$ cat src/rtl/mux1hot_pipe.sv
// One-hot select mux with a one-entry registered output stage, select legality
// checking and a saturating illegal-select counter. Optional: MUX1HOT_PIPE_PRIORITY_EN.
module mux1hot_pipe #(
  parameter int WIDTH = 8,
  parameter int N     = 4,
  parameter int CNTW  = 8
) (
  input  logic               clk,
  input  logic               rst,
  input  logic [N*WIDTH-1:0] in_data,
  input  logic [N-1:0]       in_sel,
  input  logic               in_valid,
  output logic               in_ready,
  output logic [WIDTH-1:0]   out_data,
  output logic               out_valid,
  input  logic               out_ready,
  output logic               out_err,
  output logic [CNTW-1:0]    err_cnt
);

  localparam logic [N-1:0]    SEL_ONE = N'(1);
  localparam logic [CNTW-1:0] CNT_ONE = CNTW'(1);
  localparam logic [CNTW-1:0] CNT_MAX = '1;

  // Handshake: a transfer happens on a side when its valid and ready are both
  // high at the rising edge; valid never drops and data never changes until
  // the transfer completes. in_ready opens when the output slot is empty or
  // is being drained in the same cycle.
  logic             accept;
  logic             sel_legal;
  logic [WIDTH-1:0] mux_data;

  assign in_ready  = !out_valid || out_ready;
  assign accept    = in_valid && in_ready;
  // Exactly one bit set: nonzero, and clearing the lowest set bit leaves zero.
  assign sel_legal = (in_sel != '0) && ((in_sel & (in_sel - SEL_ONE)) == '0);

`ifdef MUX1HOT_PIPE_PRIORITY_EN
  // Lowest-index set bit wins; a zero select yields zero data.
  always_comb begin : prio_mux
    logic found;
    found    = 1'b0;
    mux_data = '0;
    for (int i = 0; i < N; i++) begin
      if (in_sel[i] && !found) begin
        mux_data = in_data[i*WIDTH +: WIDTH];
        found    = 1'b1;
      end
    end
  end
`else
  // AND-OR over the select gated by legality, so any illegal select gives zero.
  always_comb begin : andor_mux
    mux_data = '0;
    for (int i = 0; i < N; i++) begin
      if (in_sel[i] && sel_legal) begin
        mux_data = mux_data | in_data[i*WIDTH +: WIDTH];
      end
    end
  end
`endif

  always_ff @(posedge clk) begin
    if (rst) begin
      out_valid <= 1'b0;
      out_data  <= '0;
      out_err   <= 1'b0;
      err_cnt   <= '0;
    end else begin
      if (accept) begin
        out_valid <= 1'b1;
        out_data  <= mux_data;
        out_err   <= !sel_legal;
        if (!sel_legal && (err_cnt != CNT_MAX)) begin
          err_cnt <= err_cnt + CNT_ONE;
        end
      end else if (out_ready) begin
        // Drain with nothing new: data and error flag keep their last values.
        out_valid <= 1'b0;
      end
    end
  end

endmodule

$ cat config.mk
export PLATFORM = sky130hd
export DESIGN_NAME = mux1hot_pipe
export DESIGN_NICKNAME = d
export VERILOG_FILES = /design/src/rtl/mux1hot_pipe.sv
export SDC_FILE = /design/constraint.sdc
export NUM_CORES = 1
export LEC_CHECK = 0
export BUFFER_PORTS_ARGS = -buffer_cell sky130_fd_sc_hd__buf_4
export CAP_MARGIN = 15
export CORE_MARGIN = 5
export CORE_UTILIZATION = 46
export DETAILED_ROUTE_END_ITERATION = 12
export PLACE_DENSITY = 0.84
export SLEW_MARGIN = 25
export SYNTH_ARGS = -nofsm -noshare
export SYNTH_HDL_FRONTEND = slang
export SYNTH_SLANG_ARGS = --single-unit
$ cat constraint.sdc
create_clock -name clk -period 4.69 [get_ports clk]
set_input_delay 0.2345 -clock clk [delete_from_list [all_inputs] [get_ports clk]]
set_output_delay 0.2345 -clock clk [all_outputs]
set_load 0.02 [all_outputs]
Yosys cells after proc, flatten, opt, wreduce, memory -nomap -nowiden --
Index checks and enable logic that the tools add are counted.
Word-level totals: register bits after elaboration 18, latch bits 0, RAM bits 0, ROM bits 0, bits of input ports 40, output and inout port bits 19, word-level logic and storage cells 31, memories kept 0
Cells by class: add/sub/neg operators 2, multipliers 0, divide/modulo/power cells 0, order comparisons 0, equal/unequal tests 1, shift operators 0, mux-type cells 6, bitwise operators 4, reduce and logical (&&, ||, !) cells 14
Operator list (number):
- 2-to-1 mux 8 bit | 4
- OR 8 bit | 3
- adder 8 x 1 -> 8 bit, second input constant | 1
- inequality test 8 bit, second input constant | 1
- logical AND 1 bit | 7
- bitwise AND 4 bit | 1
- zero test 4 bit | 1
- nonzero test 4 bit | 1
- subtractor 4 x 1 -> 4 bit, second input constant | 1
- zero test 1 bit | 2
- 2-to-1 mux 1 bit | 2
- AND reduction 2 bit | 1
- nonzero test 2 bit | 1
- logical OR 1 bit | 1

Longest topological paths before layout --
Gate-level depths: netlist of run 1.
word-level depth 12, depth in mapped cells 6, depth with buffers taken out 5

Worst setup path before layout of run 1 --
No wires, ideal clock.
path kind input -> register, start point input port in_sel[2], end point register err_cnt[5], library setup time 0.123 ns, arrival time 1.538 ns, data required time 4.567 ns, setup slack 3.029 ns, stages on the path 6, buffers on the path 2, path through buf_6 > nor4b_2 > a211o_1 > buf_6 > nor4_1 > mux2_1
On the way: word-level cells in the longest chain between the ends 7, elaborated cells between the ends (all ways) 8, those cells by class 1 x add/sub; 1 x bitwise; 6 x reduce/logical
Ends and longest elaborated chain:
- from (decl) | RTL line 11 | input logic [N-1:0] in_sel,
- subtractor 4 x 1 -> 4 bit | RTL line 36 | assign sel_legal = (in_sel != '0) && ((in_sel & (in_sel - SEL_ONE)) == '0);
- bitwise AND 4 bit | RTL line 36
- zero test 4 bit | RTL line 36
- logical AND 1 bit (*) | RTL line 36
- zero test 1 bit (*) | RTL line 74 | if (!sel_legal && (err_cnt != CNT_MAX)) begin
- logical AND 1 bit (*) | RTL line 74
- AND reduction 2 bit (no line) (*)
- to (signal assigned) | RTL line 75 | err_cnt <= err_cnt + CNT_ONE;
- to (decl) | RTL line 18 | output logic [CNTW-1:0] err_cnt
Mark *: on every way between the ends. The rest lies on a longest branch, timed or not. A chain may end at the register's enable or synchronous reset.

Worst setup path after layout of run 1 --
start point input port in_sel[1], end point register err_cnt[5]
Same word-level chain as after synthesis.

==> out/qor.csv, run 1 <==
stage,metric,value,unit
grt,M3 GR Usage,0.0475,
sta,clock skew,0.00352,ns
worst_setup_path,Critical Path Slowest Stage Cell,nor4b_2,
worst_hold_path,hold crit path type,input port to register,
finish,area delta synth->final,45.1,%
grt,vias in the first global route,1089,
floorplanning,Die Span Y,57.3,microns
sta,fmax,584,MHz
floorplanning,die area,3280,sq um
routing,vias,1091,
worst_setup_path,CP Launch Type,input port,
floorplanning,Ports,59,
worst_setup_path,CP arrival,1.90,ns
finish,proportion of layout cells with a drive suffix above 1,0.408,
placed_design,PortBufs,58,
cts,number of H-tree levels,1,
routing,Initial DRT Pass Iterations,4,
synthesis,Yosys warnings,0,
finish,most frequent cells in the layout,"buf_4 (58), dfxtp_1 (18), a22oi_1 (16)",
grt,GR met1 Demand/Resource,0.218,
synthesis,syn_area_per_cell,9.02,sq um
sta,RSZ-0062 raised after global routing,false,
routing,post-route ant nets,0,
cts,post-cts sizing count,0,
grt,GR Util met2,0.287,
routing,Iter 0 DRT Violations,22,
finish,"commonest non-fill, non-tap cell in the layout",buf_4,
finish,nets@finish,211,
synthesis,Post-synth top flop,dfxtp_1,
grt,GRT Residual Overflow,0,
placed_design,dpl cell area,1460,sq um
routing,drt via density,5.54,
synthesis,syn nets,155,
grt,antenna violations before repair,0,
cts,CTS tree,yes,
finish,fin util,0.688,
cts,Num CTS Buffers,3,
grt,busiest layer in global routing,met2,
finish,Filler cells,173,
sta,period utilization,0.365,
status,status,"complete, no violations",
finish,ANT cells,0,
sta,TNS Setup,0,ns
cts,clock buffer depth,2,
cts,Setup Buffers After CTS,0,
routing,Routed WL,2.73,mm
sta,fin crit period,1.71,ns
floorplanning,core area,2170,sq um
routing,Remaining DRCs,0,
worst_setup_path,Setup crit end kind,register,
worst_setup_path,crit path cell chain,buf_4 -> nor4b_2 -> a211o_1 -> nor4_1 -> mux2_1,
sta,Final Max Tran Viols,0,
grt,Total GRT Usage,0.175,
grt,largest net degree at the start of global routing,25,
sta,max-slew headroom at the worst pin,0.476,
floorplanning,die width,57.3,microns
worst_setup_path,CP Launch Point,in_sel[1],
finish,Finished Cell Area,1490,sq um
placed_design,Placer Congestion,0.755,
sta,Final Hold Vio Count,0,
synthesis,post-synthesis sequential area ratio,0.350,
cts,clock sink count,18,
floorplanning,row count,17,
grt,first-pass GRT wire length,4.62,mm
synthesis,Async SR Flop Fraction,0,
routing,WL/cell,13.9,microns
cts,Post-CTS Hold Buffers,0,
worst_setup_path,CP Max Fanout,10,
worst_setup_path,R2R Path Start,err_cnt[0]$_SDFFE_PP0P_,
synthesis,post-synthesis cell type count,33,
power,maximum vdd drop,154,uV
worst_hold_path,Hold Path Origin,in_valid,
worst_setup_path,WP data required,4.88,ns
power,leak pwr,0.000622,uW
cts,Clock transition at path regs,0.10,ns
synthesis,"EDFF count, synth",0,
power,pwr dens,231,nW/um^2
cts,clk root buf,clkbuf_4,
worst_setup_path,WS Path Type,input port to register,
synthesis,number of cells produced by synthesis,114,
cts,clock latency on the worst-skew pair,0.29,ns
run,MaxCap Viol Count,0,
worst_setup_path,"slowest stage delay, CP",0.71,ns
synthesis,Synth Register Bits,18,
placed_design,Detailed Place HPWL,2.20,mm
synthesis,"Cell Area, Synth",1030,sq um
floorplanning,initial core utilization,0.474,
sta,Worst-Margin Slew,0.784,ns
sta,setup violators final,0,
## per-layer routing
metal / vias to the layer above / share of wire / wire length [microns]
li1: 553 / - / -
met1: 485 / 0.41 / 1120
met2: 51 / 0.48 / 1310
met3: 2 / 0.11 / 291
met4: 0 / 0.0044 / 12
met5: - / 0 / 0
## report_power, final
group	internal [uW]	leakage, uW	switching [uW]
Clock	47.3	0.0000210	46.4
Combinational	44.3	0.000453	40.3
Sequential	161	0.000147	5.42
## registers in the layout, summed over array words and instances (netlist names)
register,flops
out_err,1
out_data,8
err_cnt,8
out_valid,1
## layout make-up
type | count | area [sq um] | share of cell area
Clock buffer | 4 | 36.3 | 0.0243
Inverter | 2 | 7.51 | 0.00503
Multi-Input combinational cell | 87 | 618 | 0.414
Sequential cell | 18 | 360 | 0.241
Tap cell | 28 | 35.0 | 0.0235
Timing Repair Buffer | 58 | 435 | 0.292
## through the flow
| step | hold slack [ns] | cells | setup WS [ns] | power, uW |
|---|---|---|---|---|
| 6_report | 0.210 | 197 | 2.98 | 344 |
| 5_1_grt | 0.209 | 197 | 2.83 | 364 |
| 4_1_cts | 0.193 | 197 | 3.01 | 351 |
| 3_5_place_dp | 0.458 | 193 | 2.69 | 255 |
| 3_3_place_gp | 0.456 | 193 | 2.72 | 252 |
| 2_1_floorplan | 0.364 | 114 | 3.03 | 212 |
## cells in the mapped netlist, types with 2 or more instances
library cell  instances  area share
buf_6                 2       0.022
mux2_4                2       0.029
mux2_1                3       0.033
nor4b_2               4       0.058
nand2_1               5       0.018
clkbuf_1              3       0.011
inv_1                 2      0.0073
dfxtp_1              18        0.35
nor4_1                3       0.018
nand3_1               3       0.015
a311oi_1              8       0.068
nor2_1               15       0.055
a22oi_1              16        0.12
nand2b_1              4       0.024
nor2b_1               5       0.030
a21oi_1               4       0.019
## worst max-delay path: cells and delay by family
kind | cells | cell delay [ns]
buffers and inverters | 1 | 0.13
multiplexers | 1 | 0.31
AO/OA/AOI/OAI | 1 | 0.38
AND/OR/NAND/NOR | 2 | 0.83
## path summary, 6_finish.rpt
kind	endpoint	slack, ns	cells past startpoint
hold / removal	out_valid$_SDFFE_PP0P_	0.21	3
setup reg to reg	err_cnt[5]$_SDFFE_PP0P_	3.16	5
hold reg to reg	out_err$_SDFFE_PP0P_	0.47	2
setup / recovery	err_cnt[5]$_SDFFE_PP0P_	2.98	5
## cell families (layout without fill, tap and decap cells)
kind of cell	Yosys count	in the layout	share of synthesized area
buffers and inverters	9	64	0.0487
XOR/XNOR	1	1	0.00852
flip-flops	18	18	0.350
AO/OA/AOI/OAI	33	33	0.241
multiplexers	6	6	0.0718
adder cells (fa/ha/maj)	1	1	0.0122
AND/OR/NAND/NOR	46	46	0.268
Power figures use the tool's default switching activity.
==> inputs of run 2 (changes only) <==
--- a/config.mk
+++ b/config.mk
@@ -8,9 +8,9 @@
 export BUFFER_PORTS_ARGS = -buffer_cell sky130_fd_sc_hd__buf_4
 export CAP_MARGIN = 15
 export CORE_MARGIN = 5
-export CORE_UTILIZATION = 46
+export CORE_UTILIZATION = 39
 export DETAILED_ROUTE_END_ITERATION = 12
-export PLACE_DENSITY = 0.84
+export PLACE_DENSITY = 0.76
 export SLEW_MARGIN = 25
 export SYNTH_ARGS = -nofsm -noshare
 export SYNTH_HDL_FRONTEND = slang
==> constraint.sdc (replaced) <==
create_clock -name clk -period 1.56 [get_ports clk]
set_input_delay 0.078 -clock clk [delete_from_list [all_inputs] [get_ports clk]]
set_output_delay 0.078 -clock clk [all_outputs]
set_load 0.02 [all_outputs]
==> run 2 against run 1 <==
Compared with the run above:
- worst setup slack got worse by 2.9 ns
- count of clock-buffer cells in the layout fell by 1
- critical endpoint is now err_cnt[3]$_SDFFE_PP0P_
- highest routed layer unchanged
- combinational power rose to 3.4 times the previous value
- sequential share of layout area fell by 1.7 points
==> out/qor.csv, run 2 (same netlist as run 1, synthesis figures left out) <==
stage,metric,value,unit
routing,post-route ant nets,0,
grt,GRT Residual Overflow,0,
grt,first-pass GRT wire length,4.76,mm
power,maximum vdd drop,453,uV
finish,Filler cells,201,
floorplanning,core area,2500,sq um
sta,setup violators final,0,
cts,Clock transition at path regs,0.09,ns
sta,max-slew headroom at the worst pin,0.729,
sta,period utilization,0.975,
routing,Iter 0 DRT Violations,23,
routing,Remaining DRCs,0,
placed_design,Detailed Place HPWL,2.39,mm
cts,clock latency on the worst-skew pair,0.29,ns
worst_setup_path,CP arrival,1.70,ns
run,MaxCap Viol Count,0,
sta,fin crit period,1.52,ns
cts,clk root buf,clkbuf_4,
routing,vias,1155,
finish,proportion of layout cells with a drive suffix above 1,0.495,
finish,area delta synth->final,57.8,%
cts,clock buffer depth,2,
cts,CTS tree,yes,
worst_setup_path,WS Path Type,register to register,
floorplanning,row count,18,
finish,"commonest non-fill, non-tap cell in the layout",buf_4,
grt,antenna violations before repair,0,
worst_setup_path,crit path cell chain,ha_4 -> nand3_2 -> o211ai_1 -> nor4_1 -> mux2_1,
sta,TNS Setup,0,ns
worst_setup_path,"slowest stage delay, CP",0.35,ns
floorplanning,Ports,59,
finish,ANT cells,0,
finish,most frequent cells in the layout,"buf_4 (72), a22oi_1 (16), nor2_1 (15), dfxtp_1 (15), a311oi_1 (8)",
floorplanning,Die Span Y,61.4,microns
worst_setup_path,Critical Path Slowest Stage Cell,dfxtp_2,
status,status,"complete, no violations",
sta,clock skew,0.00342,ns
grt,GR met1 Demand/Resource,0.209,
grt,M3 GR Usage,0.0587,
cts,number of H-tree levels,1,
routing,drt via density,5.45,
routing,Initial DRT Pass Iterations,4,
sta,Final Hold Vio Count,0,
sta,worst hold slack,0.0559,ns
grt,Total GRT Usage,0.168,
sta,Worst-Margin Slew,0.406,ns
cts,clock sink count,18,
routing,Routed WL,2.99,mm
finish,Largest regs,"err_cnt: 8 flops, out_data: 8 flops",
worst_setup_path,WP data required,1.74,ns
worst_setup_path,CP Launch Type,register,
power,pwr dens,621,nW/um^2
grt,vias in the first global route,1101,
worst_setup_path,CP Max Fanout,3,
sta,fmax,657,MHz
grt,largest net degree at the start of global routing,25,
floorplanning,die area,3760,sq um
floorplanning,initial core utilization,0.411,
cts,Num CTS Buffers,3,
routing,WL/cell,14.1,microns
sta,Final Max Tran Viols,0,
floorplanning,die width,61.4,microns
worst_setup_path,Setup crit end kind,register,
placed_design,PortBufs,58,
placed_design,Placer Congestion,0.757,
power,leak pwr,0.000686,uW
grt,GR Util met2,0.269,
finish,nets@finish,225,
grt,busiest layer in global routing,met2,
worst_hold_path,hold crit path type,input port to register,
sta,RSZ-0062 raised after global routing,true,
-- run 2: area by class of cell --
cell class              instances  area [sq um]  share of cell area
multi-input cells              87           651               0.401
repair buffers                 72           541               0.333
flip-flops and latches         18           364               0.224
well taps                      30          37.5              0.0231
clock buffers                   3          22.5              0.0139
inverters                       2          7.51             0.00463
-- run 2: worst max-delay path, delay by kind of cell, from the launching register on --
family                     cells  cell delay [ns]
and+or+nand+nor                2             0.42
DFF                            1             0.35
muxes                          1             0.35
adders and majority gates      1             0.16
AOI/OAI and AO/OA              1             0.15
-- run 2: path summary, 6_finish.rpt --
path,startpoint,to,slack (ns),depth (start not counted)
worst max register to register,err_cnt[1]$_SDFFE_PP0P_,err_cnt[3]$_SDFFE_PP0P_,0.04,5
worst min-delay path,in_valid,out_valid$_SDFFE_PP0P_,0.06,3
worst max-delay path,err_cnt[1]$_SDFFE_PP0P_,err_cnt[3]$_SDFFE_PP0P_,0.04,5
worst min register to register,out_err$_SDFFE_PP0P_,out_err$_SDFFE_PP0P_,0.47,2
-- run 2: per-stage QoR --
stage	setup slack [ns]	util	total power [uW]	std cells	area (sq um)
finish	0.0386	0.649	1010	212	1620
CTS	0.0602	0.627	1010	209	1570
floorplan	0.0244	-	637	114	1030
detailed placement	-0.0226	0.618	787	206	1540
global placement	0.00432	0.618	778	206	1540
global route	-0.0313	0.649	1070	212	1620
-- run 2: per-layer routing --
metal / vias to the layer above / wire (microns) / share of wire
li1: 579 / - / -
met1: 520 / 1190 / 0.40
met2: 52 / 1400 / 0.47
met3: 4 / 361 / 0.12
met4: 0 / 31 / 0.010
met5: - / 0 / 0
-- run 2: power by group --
part	total, uW	leakage (uW)	internal, uW	switching, uW
logic	287	0.000523	154	133
clock network	222	0.0000138	89.7	132
registers	500	0.000149	484	15.7
total	1010	0.000686	728	280
-- run 2: repair_timing --
item | in CTS | in global routing
endpoints found under the setup margin | 0 | 3
hold buffers | 0 | 0
buffers inserted | 0 | 3
resized for setup | 0 | 8
hold endpoints to repair | 0 | 0
==> inputs of run 3 (changes only) <==
--- a/config.mk
+++ b/config.mk
@@ -8,10 +8,10 @@
 export BUFFER_PORTS_ARGS = -buffer_cell sky130_fd_sc_hd__buf_4
 export CAP_MARGIN = 15
 export CORE_MARGIN = 5
-export CORE_UTILIZATION = 39
+export CORE_UTILIZATION = 46
 export DETAILED_ROUTE_END_ITERATION = 12
-export PLACE_DENSITY = 0.76
-export SLEW_MARGIN = 25
+export PLACE_DENSITY = 0.84
+export SLEW_MARGIN = 40
 export SYNTH_ARGS = -nofsm -noshare
 export SYNTH_HDL_FRONTEND = slang
 export SYNTH_SLANG_ARGS = --single-unit
==> constraint.sdc (replaced) <==
create_clock -name clk -period 2 [get_ports clk]
set_input_delay 0.1 -clock clk [delete_from_list [all_inputs] [get_ports clk]]
set_output_delay 0.1 -clock clk [all_outputs]
set_load 0.02 [all_outputs]
==> run 3 against run 2 <==
Compared with the run above:
- sequential share of layout area up 1.5 points
- sequential power down 22%
- clock skew down 0.0022 ns
- non-clock buffer count down 12
- final cell count down 6.1%
- count of clock-buffer cells in the layout up 1
- largest cell class unchanged
- highest routed layer unchanged
==> out/qor.csv, run 3 (same netlist as run 1, synthesis figures left out) <==
stage,metric,value,unit
floorplanning,Ports,59,
grt,largest net degree at the start of global routing,25,
placed_design,PortBufs,58,
worst_setup_path,crit path cell chain,ha_1 -> nand3_1 -> o211ai_1 -> nor4_1 -> mux2_1,
finish,"commonest non-fill, non-tap cell in the layout",buf_4,
sta,Final Hold Vio Count,0,
finish,Filler cells,166,
grt,vias in the first global route,1114,
routing,drt via density,5.54,
sta,period utilization,0.799,
worst_setup_path,CP Launch Type,register,
cts,clock latency on the worst-skew pair,0.29,ns
cts,number of H-tree levels,1,
finish,nets@finish,213,
placed_design,pre-CTS setup slack,0.361,ns
cts,Num CTS Buffers,3,
routing,Initial DRT Pass Iterations,4,
sta,clock skew,0.00125,ns
sta,Final Max Tran Viols,0,
cts,Post-CTS Hold Buffers,0,
cts,post-cts sizing count,0,
floorplanning,initial core utilization,0.474,
routing,vias,1102,
sta,RSZ-0062 raised after global routing,false,
routing,Remaining DRCs,0,
worst_setup_path,CP Max Fanout,5,
floorplanning,row count,17,
routing,Routed WL,2.84,mm
sta,Worst-Margin Slew,0.745,ns
placed_design,Placer Congestion,0.743,
routing,post-route ant nets,0,
grt,antenna violations before repair,0,
run,MaxCap Viol Count,0,
routing,WL/cell,14.2,microns
worst_setup_path,CP arrival,1.78,ns
sta,fin crit period,1.60,ns
sta,fmax,626,MHz
routing,Iter 0 DRT Violations,25,
cts,clk root buf,clkbuf_4,
grt,GRT Residual Overflow,0,
floorplanning,die area,3280,sq um
cts,clock buffer depth,2,
finish,proportion of layout cells with a drive suffix above 1,0.415,
finish,Largest regs,"err_cnt: 8 flops, out_data: 8 flops",
power,leak pwr,0.000632,uW
sta,worst hold slack,0.0688,ns
sta,max-slew headroom at the worst pin,0.502,
finish,most frequent cells in the layout,"buf_4 (60), dfxtp_1 (18), a22oi_1 (16)",
finish,area delta synth->final,46.6,%
worst_setup_path,"slowest stage delay, CP",0.41,ns
power,maximum vdd drop,309,uV
finish,ANT cells,0,
cts,clock sink count,18,
cts,Setup Buffers After CTS,0,
placed_design,Detailed Place HPWL,2.27,mm
worst_setup_path,Critical Path Slowest Stage Cell,dfxtp_1,
finish,Finished Layout Cells,199,
grt,Total GRT Usage,0.177,
worst_setup_path,WS Path Type,register to register,
placed_design,DP Cell Count,195,
sta,final worst setup slack,0.403,ns
cts,CTS tree,yes,
status,status,"complete, no violations",
grt,first-pass GRT wire length,4.65,mm
worst_setup_path,Setup crit end kind,register,
worst_hold_path,hold crit path type,input port to register,
power,pwr dens,536,nW/um^2
sta,setup violators final,0,
worst_setup_path,WP data required,2.18,ns
floorplanning,core area,2170,sq um
floorplanning,die width,57.3,microns
floorplanning,Die Span Y,57.3,microns
cts,Clock transition at path regs,0.10,ns
sta,TNS Setup,0,ns
[run 3: cell types whose count changed in the layout (fill, tap and decap cells not counted), sizes merged]
cell and change:
clkbuf +1, buf -12
[run 3: where the power goes]
group | leakage, uW | total (uW) | switching, uW | internal [uW]
Sequential | 0.000147 | 389 | 11.9 | 377
Combinational | 0.000464 | 200 | 95.4 | 105
Clock | 0.0000210 | 220 | 109 | 111
[run 3: worst paths after layout]
check,startpoint,endpoint,slack [ns],cells past startpoint
hold / removal,in_valid,out_valid$_SDFFE_PP0P_,0.07,3
setup / recovery,err_cnt[0]$_SDFFE_PP0P_,err_cnt[7]$_SDFFE_PP0P_,0.40,5
setup reg to reg,err_cnt[0]$_SDFFE_PP0P_,err_cnt[7]$_SDFFE_PP0P_,0.40,5
hold reg to reg,out_err$_SDFFE_PP0P_,out_err$_SDFFE_PP0P_,0.49,2
[run 3: routing by layer]
metal,global-route usage,vias to the layer above,share of wire
met5,0,-,0
met4,0.0596,0,0.0067
met3,0.0679,2,0.11
met2,0.305,56,0.47
met1,0.199,488,0.41
li1,-,556,-
[run 3: cell type report]
cell class	instances	area [sq um]	area share
timing repair buffer	60	450	0.299
multi-input combinational	87	618	0.410
sequential	18	360	0.239
tap	28	35.0	0.0232
inverter	2	7.51	0.00498
clock buffer	4	36.3	0.0241
[run 3: worst max-delay path, delay by kind of cell (launching register included)]
kind | cells | cell delay [ns]
compound gates | 1 | 0.32
fa+ha+maj | 1 | 0.23
flops | 1 | 0.41
mux | 1 | 0.32
simple gates | 2 | 0.20
[run 3: through the flow]
step	power [uW]	utilization	area [sq um]
after CTS	817	0.695	1510
after global placement	592	0.678	1470
after detailed placement	599	0.678	1470
final	809	0.695	1510
after global routing	850	0.695	1510
after floorplan	496	-	1030
